[src/rtl/hmcs_timer_intc_if.sv]
// Command and interrupt handshake between the core decoder (master) and hmcs_timer_intc (slave).
interface hmcs_timer_intc_if #(
  parameter int unsigned NCH   = 2,
  parameter int unsigned CNT_W = 4
);
  localparam int unsigned ARG_W = (CNT_W > 3) ? CNT_W : 3;
  localparam int unsigned VW    = $clog2(NCH + 1);

  logic             i_cmd_valid;
  logic [3:0]       i_cmd;
  logic [ARG_W-1:0] i_cmd_arg;
  logic             i_irq_ack;
  logic             o_irq;
  logic [VW-1:0]    o_vector;

  modport master (output i_cmd_valid, i_cmd, i_cmd_arg, i_irq_ack,
                  input  o_irq, o_vector);
  modport slave  (input  i_cmd_valid, i_cmd, i_cmd_arg, i_irq_ack,
                  output o_irq, o_vector);
endinterface

[src/rtl/hmcs_timer_intc.sv]
// HMCS4x timer/counter and N-channel interrupt controller with edge-latched pending requests.
// Optional HMCS_TIMER_RELOAD_EN adds a RELOAD register (command A) used as the overflow wrap value.
module hmcs_timer_intc #(
  parameter int unsigned NCH     = 2,
  parameter int unsigned PRE_W   = 6,
  parameter int unsigned CNT_W   = 4,
  parameter int unsigned CNT_SRC = 1
) (
  input  logic                clk,
  input  logic                reset,
  input  logic                ce,
  input  logic [NCH-1:0]      i_int,
  hmcs_timer_intc_if.slave    bus,
  output logic [CNT_W-1:0]    o_counter,
  output logic                o_ie,
  output logic [NCH:0]        o_flags
);

  localparam int unsigned ARG_W = (CNT_W > 3) ? CNT_W : 3;
  localparam int unsigned VW    = $clog2(NCH + 1);

  localparam logic [3:0] CMD_SEIE = 4'h0;
  localparam logic [3:0] CMD_REIE = 4'h1;
  localparam logic [3:0] CMD_SETF = 4'h2;
  localparam logic [3:0] CMD_RETF = 4'h3;
  localparam logic [3:0] CMD_SEIF = 4'h4;
  localparam logic [3:0] CMD_REIF = 4'h5;
  localparam logic [3:0] CMD_SECF = 4'h6;
  localparam logic [3:0] CMD_RECF = 4'h7;
  localparam logic [3:0] CMD_LT   = 4'h8;
  localparam logic [3:0] CMD_RTNI = 4'h9;
  localparam logic [3:0] CMD_LRL  = 4'hA;

  logic [NCH-1:0]   sync1_q, sync2_q;
  logic [NCH-1:0]   prev_q, prev_d;
  logic [PRE_W-1:0] pre_q, pre_d;
  logic [CNT_W-1:0] cnt_q, cnt_d;
  logic [NCH:0]     pend_q, pend_d;
  logic [NCH:0]     flags_q, flags_d;
  logic             ir_q, ir_d;
  logic             ie_q, ie_d;
  logic             irq_q, irq_d;
  logic             cf_q, cf_d;
  logic [VW-1:0]    vec_q, vec_d;
  logic [CNT_W-1:0] wrap_val;

`ifdef HMCS_TIMER_RELOAD_EN
  logic [CNT_W-1:0] reload_q, reload_d;
  assign wrap_val = reload_q;
`else
  assign wrap_val = '0;
`endif

  logic [NCH-1:0] edge_c;
  logic [NCH-1:0] chan_hit;
  logic [NCH:0]   req_c;
  logic           win_found;
  logic [VW-1:0]  win_idx;
  logic           po_c;
  logic           cnt_pulse;
  logic           cmd_lt;

  // Two-flop synchroniser on the raw interrupt lines, free-running on clk.
  always_ff @(posedge clk or negedge reset) begin
    if (!reset) begin
      sync1_q <= '0;
      sync2_q <= '0;
    end else begin
      sync1_q <= i_int;
      sync2_q <= sync1_q;
    end
  end

  assign edge_c    = sync2_q & ~prev_q;
  assign po_c      = &pre_q;
  assign cnt_pulse = cf_q ? edge_c[CNT_SRC] : po_c;
  assign cmd_lt    = bus.i_cmd_valid && (bus.i_cmd == CMD_LT);
  assign req_c     = pend_q & ~flags_q;

  // Channel-select decode of the command argument; out-of-range indices hit nothing.
  always_comb begin
    chan_hit = '0;
    for (int i = 0; i < int'(NCH); i++) begin
      chan_hit[i] = (bus.i_cmd_arg == ARG_W'(i));
    end
  end

  // Fixed priority: lowest index wins, timer (index NCH) lowest.
  always_comb begin
    win_found = 1'b0;
    win_idx   = '0;
    for (int i = int'(NCH); i >= 0; i--) begin
      if (req_c[i]) begin
        win_found = 1'b1;
        win_idx   = VW'(i);
      end
    end
  end

  // Next-state logic; everything except the synchroniser advances only on ce.
  always_comb begin
    prev_d  = prev_q;
    pre_d   = pre_q;
    cnt_d   = cnt_q;
    pend_d  = pend_q;
    flags_d = flags_q;
    ir_d    = ir_q;
    ie_d    = ie_q;
    cf_d    = cf_q;
    vec_d   = vec_q;
`ifdef HMCS_TIMER_RELOAD_EN
    reload_d = reload_q;
`endif
    if (ce) begin
      prev_d = sync2_q;
      pre_d  = pre_q + PRE_W'(1);

      if (cnt_pulse && !cmd_lt) begin
        if (&cnt_q) begin
          cnt_d = wrap_val;
        end else begin
          cnt_d = cnt_q + CNT_W'(1);
        end
      end

      if (bus.i_cmd_valid) begin
        case (bus.i_cmd)
          CMD_SEIE: ie_d = 1'b1;
          CMD_REIE: ie_d = 1'b0;
          CMD_SETF: flags_d[NCH] = 1'b1;
          CMD_RETF: flags_d[NCH] = 1'b0;
          CMD_SEIF: flags_d[NCH-1:0] = flags_d[NCH-1:0] | chan_hit;
          CMD_REIF: flags_d[NCH-1:0] = flags_d[NCH-1:0] & ~chan_hit;
          CMD_SECF: cf_d = 1'b1;
          CMD_RECF: cf_d = 1'b0;
          CMD_LT: begin
            cnt_d = CNT_W'(bus.i_cmd_arg);
            pre_d = '0;
          end
          CMD_RTNI: ie_d = 1'b1;
`ifdef HMCS_TIMER_RELOAD_EN
          CMD_LRL: reload_d = CNT_W'(bus.i_cmd_arg);
`endif
          default: ;
        endcase
      end

      // Arbitration after commands so the winner's flag is set even against a same-ce REIF.
      if (!ir_q && win_found) begin
        ir_d             = 1'b1;
        flags_d[win_idx] = 1'b1;
        pend_d[win_idx]  = 1'b0;
        vec_d            = win_idx;
      end

      // New events are latched after the winner clears, so a fresh edge is never lost.
      pend_d[NCH-1:0] = pend_d[NCH-1:0] | edge_c;
      if (cnt_pulse && !cmd_lt && (&cnt_q)) begin
        pend_d[NCH] = 1'b1;
      end

      if (bus.i_irq_ack && irq_q) begin
        ir_d = 1'b0;
        ie_d = 1'b0;
      end
    end
    irq_d = ir_d & ie_d;
  end

  always_ff @(posedge clk or negedge reset) begin
    if (!reset) begin
      prev_q   <= '0;
      pre_q    <= '0;
      cnt_q    <= '0;
      pend_q   <= '0;
      flags_q  <= '1;
      ir_q     <= 1'b0;
      ie_q     <= 1'b0;
      irq_q    <= 1'b0;
      cf_q     <= 1'b0;
      vec_q    <= '0;
`ifdef HMCS_TIMER_RELOAD_EN
      reload_q <= '0;
`endif
    end else begin
      prev_q   <= prev_d;
      pre_q    <= pre_d;
      cnt_q    <= cnt_d;
      pend_q   <= pend_d;
      flags_q  <= flags_d;
      ir_q     <= ir_d;
      ie_q     <= ie_d;
      irq_q    <= irq_d;
      cf_q     <= cf_d;
      vec_q    <= vec_d;
`ifdef HMCS_TIMER_RELOAD_EN
      reload_q <= reload_d;
`endif
    end
  end

  assign bus.o_irq    = irq_q;
  assign bus.o_vector = vec_q;
  assign o_counter    = cnt_q;
  assign o_ie         = ie_q;
  assign o_flags      = flags_q;

endmodule
[src/flat_wrapper.sv]
// flat-port wrapper written by rule: the top's interface ports become plain ports
module hmcs_timer_intc_flat 
#(
  parameter int unsigned NCH     = 2,
  parameter int unsigned PRE_W   = 6,
  parameter int unsigned CNT_W   = 4,
  parameter int unsigned CNT_SRC = 1
)
  (clk, reset, ce, i_int, o_counter, o_ie, o_flags, bus_i_cmd_valid, bus_i_cmd, bus_i_cmd_arg, bus_i_irq_ack, bus_o_irq, bus_o_vector);
  hmcs_timer_intc_if #(.NCH(NCH), .CNT_W(CNT_W)) bus_i ();
  input  logic clk;
  input  logic reset;
  input  logic ce;
  input  logic [NCH-1:0] i_int;
  output logic [CNT_W-1:0] o_counter;
  output logic o_ie;
  output logic [NCH:0] o_flags;
  input wire logic [$bits(bus_i.i_cmd_valid)-1:0] bus_i_cmd_valid;
  input wire logic [$bits(bus_i.i_cmd)-1:0] bus_i_cmd;
  input wire logic [$bits(bus_i.i_cmd_arg)-1:0] bus_i_cmd_arg;
  input wire logic [$bits(bus_i.i_irq_ack)-1:0] bus_i_irq_ack;
  output wire logic [$bits(bus_i.o_irq)-1:0] bus_o_irq;
  output wire logic [$bits(bus_i.o_vector)-1:0] bus_o_vector;
  assign bus_i.i_cmd_valid = bus_i_cmd_valid;
  assign bus_i.i_cmd = bus_i_cmd;
  assign bus_i.i_cmd_arg = bus_i_cmd_arg;
  assign bus_i.i_irq_ack = bus_i_irq_ack;
  assign bus_o_irq = bus_i.o_irq;
  assign bus_o_vector = bus_i.o_vector;
  hmcs_timer_intc #(.NCH(NCH), .PRE_W(PRE_W), .CNT_W(CNT_W), .CNT_SRC(CNT_SRC)) u_core (.clk(clk), .reset(reset), .ce(ce), .i_int(i_int), .bus(bus_i), .o_counter(o_counter), .o_ie(o_ie), .o_flags(o_flags));
endmodule
[config.mk]
export PLATFORM = sky130hd
export DESIGN_NAME = hmcs_timer_intc_flat
export DESIGN_NICKNAME = d
export VERILOG_FILES = /design/src/rtl/hmcs_timer_intc_if.sv /design/src/rtl/hmcs_timer_intc.sv /design/src/flat_wrapper.sv
export SDC_FILE = /design/constraint.sdc
export NUM_CORES = 1
export LEC_CHECK = 0
export ABC_AREA = 1
export CAP_MARGIN = 15
export CORE_MARGIN = 2
export CORE_UTILIZATION = 55
export CTS_CLUSTER_DIAMETER = 80
export DETAILED_ROUTE_END_ITERATION = 10
export GPL_TIMING_DRIVEN = 0
export PLACE_DENSITY = 0.92
export REMOVE_ABC_BUFFERS = 1
export SETUP_SLACK_MARGIN = 0.2
export SYNTH_ARGS = -nofsm -noshare
export SYNTH_HDL_FRONTEND = slang
export SYNTH_SLANG_ARGS = --single-unit
[constraint.sdc]
create_clock -name clk -period 1.9 [get_ports clk]
set_input_delay 0.19 -clock clk [delete_from_list [all_inputs] [get_ports clk]]
set_output_delay 0.19 -clock clk [all_outputs]
set_load 0.02 [all_outputs]
==> impl_metrics.sql <==
INSERT INTO impl_metrics (metric_group, metric, value, unit) VALUES
('worst_setup_path', 'critPathKind', 'register to output port', ''),
('worst_setup_path', 'critical_path.n_buffers_inverters', '1', ''),
('clock_tree', 'clock_latency', '0.33', 'ns'),
('floorplan', 'dieWidth', '55.4', 'µm'),
('clock_tree', 'cts-htree-levels', '1', ''),
('sta', 'max_freq', '0.619', 'GHz'),
('pwr', 'p_seq_frac', '0.450', ''),
('synth', 'yosys_register_bits', '28', ''),
('final_layout', 'seq_area', '704', 'µm²'),
('synth', 'synth_cells', '182', ''),
('synth', 'synth_edf_count', '0', ''),
('worst_setup_path', 'reg2reg_from', 'u_core.o_flags[0]', ''),
('pwr', 'internal-power', '1.29', 'mW'),
('global_route', 'first_global_vias', '1248', ''),
('pwr', 'ir_worst_vdd', '0.849', 'mV'),
('routing', 'final_antenna_net_count', '0', ''),
('floorplan', 'die_height', '55.4', 'µm'),
('worst_setup_path', 'cp_max_stage_cell', 'sky130_fd_sc_hd__clkdlybuf4s50_1', ''),
('sta', 'timing.clock.skew', '0.00116', 'ns'),
('worst_setup_path', 'slowest_delay', '0.63', 'ns'),
('clock_tree', 'tritoncts', 'built', ''),
('sta', 'fin_worst_hold_slack', '0.252', 'ns'),
('routing', 'vias', '1265', ''),
('pwr', 'power.combinational.fraction', '0.354', ''),
('sta', 'timing.final.crit_share', '0.850', ''),
('worst_setup_path', 'critPathTopFamily', 'buffers and inverters', ''),
('worst_setup_path', 'cp_data_required_time', '1.71', 'ns'),
('sta', 'hold_viol', '0', ''),
('global_route', 'globalRouteTotalUtil', '0.213', ''),
('synth', 'postSynthAreaPerCell', '7.99', 'µm²'),
('sta', 'number_of_endpoints_failing_setup_at_the_final_stage', '0', ''),
('routing', 'drcViolationCount', '0', ''),
('final_layout', 'insertedDiodeCount', '0', ''),
('sta', 'worst_slack', '0.285', 'ns'),
('sta', 'finalMaxSlewViolations', '0', ''),
('pwr', 'power_leakage', '0.908', 'nW'),
('pwr', 'total_switching_power', '0.725', 'mW'),
('place', 'preCtsSetupSlack', '-0.0587', 'ns'),
('floorplan', 'std_cell_rows', '18', ''),
('worst_setup_path', 'timing.critical_path.arrival', '1.43', 'ns'),
('pwr', 'cell_area_power_density', '1120', 'nW/µm²'),
('synth', 'synth.area.top_cells', 'sky130_fd_sc_hd__dfrtp_1, sky130_fd_sc_hd__nand2_1, sky130_fd_sc_hd__nand3_1', ''),
('worst_setup_path', 'critical_path_peak_fanout', '5', ''),
('synth', 'synth_top_cell_area_share', '0.430', ''),
('worst_setup_path', 'crit_path_start', 'u_core.o_counter[2]', ''),
('floorplan', 'boundaryPins', '26', ''),
('worst_setup_path', 'rr_worst_depth', '8', ''),
('clock_tree', 'tritoncts_num_sinks', '28', ''),
('status', 'outcome', 'finished, final reports clean', ''),
('worst_setup_path', 'worst-r2r-setup-slack', '0.58', 'ns'),
('global_route', 'grt_start_max_net_pins', '22', ''),
('run', 'cap_viol_max_count', '0', ''),
('routing', 'routed_length_per_placed_instance', '12.2', 'µm'),
('synth', 'most_instantiated_library_cell_after_synthesis', 'sky130_fd_sc_hd__nand2_1', ''),
('clock_tree', 'cts.hold.buffers_added', '0', ''),
('floorplan', 'floorplan.core_area', '2500', 'µm²'),
('global_route', 'antenna_violations_before_repair', '0', ''),
('routing', 'route.detailed.vias_per_inst', '5.27', ''),
('synth', 'yosys.cell_types.count', '28', ''),
('place', 'place.detailed.hpwl', '2160', 'µm'),
('pwr', 'p_sw_frac', '0.359', ''),
('hold_path', 'min-delay-path-class', 'input pin to async pin', ''),
('worst_setup_path', 'worst_setup_start_kind', 'register', ''),
('pwr', 'report.power.total', '2.02', 'mW'),
('global_route', 'grt_first_pass_wirelength', '5280', 'µm'),
('routing', 'first_iteration_detailed_routing_drc_count', '32', ''),
('final_layout', 'layoutNonFillerInstCount', '240', ''),
('synth', 'ys.flop_type', 'sky130_fd_sc_hd__dfrtp_1', ''),
('routing', 'total_routed_length', '2920', 'µm'),
('floorplan', 'area_of_the_die', '3070', 'µm²'),
('clock_tree', 'clk_pin_slew_worst_paths', '0.15', 'ns');
==> final cells by class <==
| type | instances | share of cell area |
|---|---|---|
| Timing Repair Buffer | 26 | 0.155 |
| Clock inverter | 1 | 0.0166 |
| Clock buffer | 3 | 0.0125 |
| Multi-Input combinational cell | 127 | 0.353 |
| Inverter | 25 | 0.0520 |
| Sequential cell | 28 | 0.390 |
| Tap cell | 30 | 0.0208 |
==> how the worst min path moves through the flow <==
stage / cells after the start / end / startpoint
after floorplan: 0 / u_core.bus.o_irq / reset
after global placement: 0 / u_core.sync2_q[0] / u_core.sync1_q[0]
after detailed placement: 0 / u_core.sync2_q[0] / u_core.sync1_q[0]
after CTS: 1 / u_core.bus.o_vector[1] / reset
after global routing: 1 / u_core.sync1_q[1] / i_int[1]
final: 1 / u_core.bus.o_vector[1] / reset
==> placed cells by master, fill, tap and decap left out, drive strengths merged, types with 3 or more instances in the layout <==
cell type	n
dfstp	3
nor3	4
inv	25
nor2	23
nand3	20
clkdlybuf4s50	21
dfrtp	25
nand2	46
a21oi	12
clkbuf	3
o21ai	11
==> what timing repair did <==
action / 4_1_cts / 5_1_grt
endpoints found under the hold margin: 0 / 0
gates cloned: 0 / 0
setup endpoints to repair: 2 / 12
gates resized for setup: 2 / 2
buffers inserted: 0 / 0
==> per-stage QoR <==
stage / cell area, µm² / setup TNS (ns) / utilization
floorplan: 1440 / 0 / -
global placement: 1720 / -0.115 / 0.689
CTS: 1800 / 0 / 0.720
finish: 1810 / 0 / 0.722
global route: 1810 / 0 / 0.722
detailed placement: 1750 / -0.0940 / 0.700
==> cell families after synthesis <==
kind of cell / synth area share
flops: 0.485
simple gates: 0.312
buf+inv: 0.0775
compound gates: 0.0964
xor+xnor: 0.0121
fa+ha+maj: 0.0172
==> power by group through the flow <==
stage	clock network (mW)	registers, mW	logic, mW
floorplan	0	0.981	0.365
global placement	0	0.914	0.697
detailed placement	0	0.920	0.719
CTS	0.400	0.908	0.719
global route	0.416	0.937	0.802
finish	0.396	0.908	0.714
==> metal layers <==
metal,global-route usage,vias to the layer above,routed length (µm)
met5,0,-,0
met3,0.0234,6,116
met2,0.349,30,1380
met4,0.0906,0,63
met1,0.287,588,1360
li1,-,641,-
==> registers in the layout, summed over array words and instances (netlist names) <==
| register | flops |
|---|---|
| u_core.bus.o_vector | 2 |
| u_core.o_flags | 3 |
| u_core.cf_q | 1 |
| u_core.pre_q | 6 |
| u_core.o_counter | 4 |
| u_core.prev_q | 2 |
| u_core.bus.o_irq | 1 |
| u_core.sync2_q | 2 |
| u_core.pend_q | 3 |
| u_core.ir_q | 1 |
| u_core.sync1_q | 2 |
| u_core.o_ie | 1 |
(Power assumes the default switching activity.)
